[src/rtl/mem_stage_access_unit.sv]
`default_nettype none
// +--------------------------------------------------------------------------+
// | Module   : mem_stage_access_unit                                         |
// | Purpose  : MEM pipeline stage. Consumes the EX/MEM register, performs    |
// |            the data-memory access over a req/ack handshake of variable   |
// |            latency, stalls upstream while the access is outstanding,     |
// |            and produces the registered MEM/WB fields. Flags misaligned   |
// |            accesses and accesses that time out.                          |
// | Ports    :                                                               |
// |   clk, reset            clock, synchronous active-high reset             |
// |   ex_mem_*_i            EX/MEM control and data fields                   |
// |   dmem_req/we/addr/     data-memory request (held until ack)             |
// |   wdata_o                                                                |
// |   dmem_ack_i/rdata_i    data-memory completion, rdata valid with ack     |
// |   stall_o               combinational hold of EX/MEM and upstream        |
// |   align_err_o           1-cycle pulse, misaligned access dropped         |
// |   bus_err_o             1-cycle pulse, access timed out                  |
// |   mem_wb_*_o            registered MEM/WB fields                         |
// | Revision : 1.0  initial release                                          |
// +--------------------------------------------------------------------------+
module mem_stage_access_unit #(
  parameter int N       = 32,
  parameter int TIMEOUT = 16
) (
  input  logic         clk,
  input  logic         reset,
  // EX/MEM fields
  input  logic         ex_mem_mem_read_i,
  input  logic         ex_mem_mem_write_i,
  input  logic         ex_mem_reg_write_i,
  input  logic         ex_mem_mem_to_reg_i,
  input  logic [N-1:0] ex_mem_alu_result_i,
  input  logic [N-1:0] ex_mem_read_data2_i,
  input  logic [4:0]   ex_mem_write_reg_i,
  // data-memory interface
  output logic         dmem_req_o,
  output logic         dmem_we_o,
  output logic [N-1:0] dmem_addr_o,
  output logic [N-1:0] dmem_wdata_o,
  input  logic         dmem_ack_i,
  input  logic [N-1:0] dmem_rdata_i,
  // pipeline control and errors
  output logic         stall_o,
  output logic         align_err_o,
  output logic         bus_err_o,
  // MEM/WB fields
  output logic         mem_wb_reg_write_o,
  output logic         mem_wb_mem_to_reg_o,
  output logic [N-1:0] mem_wb_read_data_o,
  output logic [N-1:0] mem_wb_alu_result_o,
  output logic [4:0]   mem_wb_write_reg_o
);

  // Counter wide enough to hold TIMEOUT; the timeout fires on its last value.
  localparam int            CW         = $clog2(TIMEOUT + 1);
  localparam logic [CW-1:0] C_CNT_LAST = CW'(TIMEOUT - 1);

  typedef enum logic [0:0] {
    S_IDLE   = 1'b0,
    S_ACCESS = 1'b1
  } state_t;

  state_t        r_state;
  logic [CW-1:0] r_cnt;

  logic          r_req;
  logic          r_we;
  logic [N-1:0]  r_addr;
  logic [N-1:0]  r_wdata;
  logic          r_align_err;
  logic          r_bus_err;
  logic          r_wb_reg_write;
  logic          r_wb_mem_to_reg;
  logic [N-1:0]  r_wb_read_data;
  logic [N-1:0]  r_wb_alu_result;
  logic [4:0]    r_wb_write_reg;

  logic          w_in_idle;
  logic          w_in_access;
  logic          w_access;
  logic          w_aligned;
  logic          w_issue;
  logic          w_misalign;
  logic          w_ack;
  logic          w_timeout;
  logic          w_wb_load;
  logic [N-1:0]  w_wb_rdata;

  assign w_in_idle   = (r_state == S_IDLE);
  assign w_in_access = (r_state == S_ACCESS);

  // A request with both read and write set is treated as a write.
  assign w_access    = ex_mem_mem_read_i | ex_mem_mem_write_i;
  assign w_aligned   = (ex_mem_alu_result_i[1:0] == 2'b00);
  assign w_issue     = w_in_idle & w_access & w_aligned;
  assign w_misalign  = w_in_idle & w_access & ~w_aligned;

  // Ack takes priority over an expiring counter in the same cycle.
  assign w_ack       = w_in_access & dmem_ack_i;
  assign w_timeout   = w_in_access & ~dmem_ack_i & (r_cnt == C_CNT_LAST);

  // Stall is released in the completion cycle so EX/MEM advances on the
  // same edge that MEM/WB captures the result.
  assign stall_o     = w_issue | (w_in_access & ~w_ack & ~w_timeout);

  // MEM/WB takes the real EX/MEM fields for non-memory instructions and on
  // a completed access; every other cycle it takes a bubble.
  assign w_wb_load   = (w_in_idle & ~w_access) | w_ack;
  assign w_wb_rdata  = (w_ack & ~r_we) ? dmem_rdata_i : '0;

  always_ff @(posedge clk) begin
    if (reset) begin
      r_state         <= S_IDLE;
      r_cnt           <= '0;
      r_req           <= 1'b0;
      r_we            <= 1'b0;
      r_addr          <= '0;
      r_wdata         <= '0;
      r_align_err     <= 1'b0;
      r_bus_err       <= 1'b0;
      r_wb_reg_write  <= 1'b0;
      r_wb_mem_to_reg <= 1'b0;
      r_wb_read_data  <= '0;
      r_wb_alu_result <= '0;
      r_wb_write_reg  <= '0;
    end else begin
      r_align_err <= w_misalign;
      r_bus_err   <= w_timeout;

      if (w_wb_load) begin
        r_wb_reg_write  <= ex_mem_reg_write_i;
        r_wb_mem_to_reg <= ex_mem_mem_to_reg_i;
        r_wb_read_data  <= w_wb_rdata;
        r_wb_alu_result <= ex_mem_alu_result_i;
        r_wb_write_reg  <= ex_mem_write_reg_i;
      end else begin
        r_wb_reg_write  <= 1'b0;
        r_wb_mem_to_reg <= 1'b0;
        r_wb_read_data  <= '0;
        r_wb_alu_result <= '0;
        r_wb_write_reg  <= '0;
      end

      case (r_state)
        S_IDLE: begin
          // Late acks arriving here are simply not looked at.
          if (w_issue) begin
            r_state <= S_ACCESS;
            r_cnt   <= '0;
            r_req   <= 1'b1;
            r_we    <= ex_mem_mem_write_i;
            r_addr  <= ex_mem_alu_result_i;
            r_wdata <= ex_mem_read_data2_i;
          end
        end
        S_ACCESS: begin
          // Address/data stay in r_addr/r_wdata; EX/MEM is not re-sampled.
          if (w_ack || w_timeout) begin
            r_state <= S_IDLE;
            r_req   <= 1'b0;
          end else begin
            r_cnt <= r_cnt + 1'b1;
          end
        end
        default: begin
          r_state <= S_IDLE;
          r_req   <= 1'b0;
        end
      endcase
    end
  end

  assign dmem_req_o          = r_req;
  assign dmem_we_o           = r_we;
  assign dmem_addr_o         = r_addr;
  assign dmem_wdata_o        = r_wdata;
  assign align_err_o         = r_align_err;
  assign bus_err_o           = r_bus_err;
  assign mem_wb_reg_write_o  = r_wb_reg_write;
  assign mem_wb_mem_to_reg_o = r_wb_mem_to_reg;
  assign mem_wb_read_data_o  = r_wb_read_data;
  assign mem_wb_alu_result_o = r_wb_alu_result;
  assign mem_wb_write_reg_o  = r_wb_write_reg;

endmodule
`default_nettype wire

[config.mk]
export PLATFORM = sky130hd
export DESIGN_NAME = mem_stage_access_unit
export DESIGN_NICKNAME = d
export VERILOG_FILES = /design/src/rtl/mem_stage_access_unit.sv
export SDC_FILE = /design/constraint.sdc
export NUM_CORES = 1
export LEC_CHECK = 0
export BUFFER_PORTS_ARGS = -buffer_cell sky130_fd_sc_hd__buf_4
export CORE_MARGIN = 5
export CORE_UTILIZATION = 48
export DETAILED_ROUTE_END_ITERATION = 8
export GPL_ROUTABILITY_DRIVEN = 0
export PLACE_DENSITY = 0.87
export SYNTH_ARGS = -nofsm -noshare
export SYNTH_HDL_FRONTEND = slang
export SYNTH_SLANG_ARGS = --single-unit
export TNS_END_PERCENT = 30
[constraint.sdc]
create_clock -name clk -period 5.4 [get_ports clk]
set_input_delay 0.81 -clock clk [delete_from_list [all_inputs] [get_ports clk]]
set_output_delay 0.81 -clock clk [all_outputs]
set_load 0.005 [all_outputs]
==> summary.md <==
| Metric | Value |
|---|---|
| Initial antenna violation count | 0 |
| PortBufs | 247 |
| Fraction of layout cells with a size suffix above 1 | 0.3951 |
| Hpwl dp | 10.10 mm |
| Die area | 0.01208 mm2 |
| # IOs | 248 |
| Post-CTS sizing | 0 |
| Tmin final | 3258 ps |
| Largest net degree at the start of global routing | 75 |
| Rows | 36 |
| CTS tree | built |
| Primary FF master, synth | dfxtp_1 |
| Setup ws final | 2142 ps |
| Via Count | 4,446 |
| Net Count, Synth | 602 |
| Total Neg Setup Slack | 0 ps |
| Fin area | 0.007217 mm2 |
| Mapped Cells | 492 |
| Initial Utilization | 0.4903 |
| Cell area after synthesis | 0.004792 mm2 |
| Vias in the first global route | 4,497 |
| 1st-iter DRT viols | 246 |
| Unrepaired setup endpoints after global routing | no |
| Startpoint types | register |
| Synthesized flop and latch total | 145 |
| Nets | 827 |
| H-tree levels | 4 |
| Worst rel slew slack | 0.1652 |
| CTS Buf Count | 17 |
| Data required time of the critical path | 4590 ps |
| Leakage power | 0.003218 uW |
| Die W | 109.9 um |
| # Post-CTS Setup Buffers | 0 |
| Synthesis Warnings | 0 |
| Hold Crit Class | register to register |
| Final setup vio count | 0 |
| Root Driver | clkbuf_8 |
| Avg Cell Area, Syn | 9.740 um2 |
| Die Ht | 109.9 um |
| Synth cell types | 33 |
| CP max FO | 5 |
| # DRC | 0 |
| Maxcap violations | 0 |
| Crit Path Class | register to output pin |
| Hold_buf cts | 0 |
| CTS Sinks | 145 |
| Wirelength per Cell | 16.63 um |
| Status | completed |
| CTS max path bufs | 2 |
| EDFF count, synth | 0 |
| N_diodes | 0 |
| First-pass DRT Iterations | 4 |
| Fmax | 307.0 MHz |
| Data arrival time of the critical path | 2450 ps |
| Final Hold Viols | 0 |
| Final ANT Viol Nets | 0 |
| Cell Area, Placed | 0.006638 mm2 |
| Layout Area Growth over Synthesis | 50.60% |
| Gr usage total | 0.2351 |
| Gr ovfl total | 0 |
| Clk_skew | 6.184 ps |
| Max IR drop VDD | 0.2011 mV |
| Vias per cell | 5.158 |
| Clk_lat worst skew | 510 ps |
| Final total power | 2483 uW |
| Global-route wire length before repair | 21.84 mm |
| Fin crit share | 0.6033 |
| Clock slew at reported path FFs | 60 ps |
| CP Capture Type | output pin |
| Core ar. | 0.009774 mm2 |
| Pre-CTS setup slack | 2237 ps |
| WL final | 14.33 mm |
| Final Max Slew Viols | 0 |
| Sequential share of the synthesized area | 0.6057 |
| PD cells | 344.0 mW/mm2 |
| Worst-margin pin slew | 1252 ps |
| Ys async rst share | 0 |
| FILL cells | 674 |
-- critical path, cell delays in order (launching register included) --
cell,delay (ps)
dfxtp_1,360
ha_1,260
and3_1,200
ha_1,220
or3b_2,510
o21ai_0,200
buf_4,210
-- worst paths after layout --
check | start | to | slack, ps | cells after the start
setup / recovery | r_cnt[0] | stall_o | 2140 | 6
hold / removal | dmem_wdata_o[13] | dmem_wdata_o[13] | 480 | 2
setup reg to reg | r_state | dmem_addr_o[1] | 3310 | 4
hold reg to reg | dmem_wdata_o[13] | dmem_wdata_o[13] | 480 | 2
-- sequential cells by signal, indices dropped and copies added, names as in the netlist, 5 cells and up --
name	flops
mem_wb_write_reg_o	5
mem_wb_alu_result_o	32
dmem_wdata_o	32
mem_wb_read_data_o	32
dmem_addr_o	32
r_cnt	5
-- layer usage --
layer | share of wire | global-route usage
met5 | 0 | 0
met4 | 0.026 | 0.09350
met3 | 0.10 | 0.1033
met2 | 0.51 | 0.4220
met1 | 0.36 | 0.2368
-- layout make-up --
cell class	instances	area [um2]	area share
inverters	3	11.26	0.001560
flip-flops and latches	145	2903	0.4022
multi-input cells	300	1680	0.2328
clock inverters	13	161.4	0.02236
well taps	133	166.4	0.02306
repair buffers	250	1877	0.2601
clock buffers	18	417.9	0.05791
-- stage by stage --
| step | instances | hold WS, ps | utilization |
|---|---|---|---|
| 3_3_place_gp | 831 | 462.2 | 0.6791 |
| 2_1_floorplan | 492 | 442.6 | - |
| 4_1_cts | 862 | 472.6 | 0.7384 |
| 6_report | 862 | 478.0 | 0.7384 |
| 5_1_grt | 862 | 466.7 | 0.7384 |
| 3_5_place_dp | 831 | 467.8 | 0.6791 |
-- logic make-up after synthesis --
family	after synthesis	share of synthesized area
compound gates	141	0.1538
buf+inv	47	0.04674
fa+ha+maj	2	0.005221
simple gates	157	0.1885
flops	145	0.6057
-- report_power, final --
| group | switching [uW] | internal (uW) |
|---|---|---|
| Sequential | 15.8 | 1100 |
| Clock | 441 | 701 |
| Combinational | 105 | 115 |
-- cells in the mapped netlist (2+ instances only) --
library cell | instances | area share
nand2_1 | 6 | 0.0047
buf_6 | 2 | 0.0047
buf_2 | 6 | 0.0063
a21oi_1 | 66 | 0.069
o21ai_0 | 66 | 0.069
nand3_1 | 64 | 0.067
buf_4 | 6 | 0.0094
nor2_1 | 2 | 0.0016
and3_1 | 3 | 0.0039
o211ai_1 | 2 | 0.0031
clkbuf_1 | 28 | 0.022
or3_1 | 2 | 0.0026
clkbuf_2 | 2 | 0.0021
and2_1 | 71 | 0.093
inv_1 | 3 | 0.0023
ha_1 | 2 | 0.0052
dfxtp_1 | 145 | 0.61
-- placed cells by master, fill, tap and decap left out, types with 2 or more instances in the layout --
cell,count
or3_1,2
ha_1,2
clkinv_2,3
o21ai_0,66
inv_1,3
nand3_1,64
clkbuf_16,16
inv_6,2
buf_4,250
and2_1,71
clkinvlp_4,4
dfxtp_1,145
nand2_1,6
a21oi_1,66
bufinv_16,3
o211ai_1,2
and3_1,3
(Power assumes the default switching activity.)
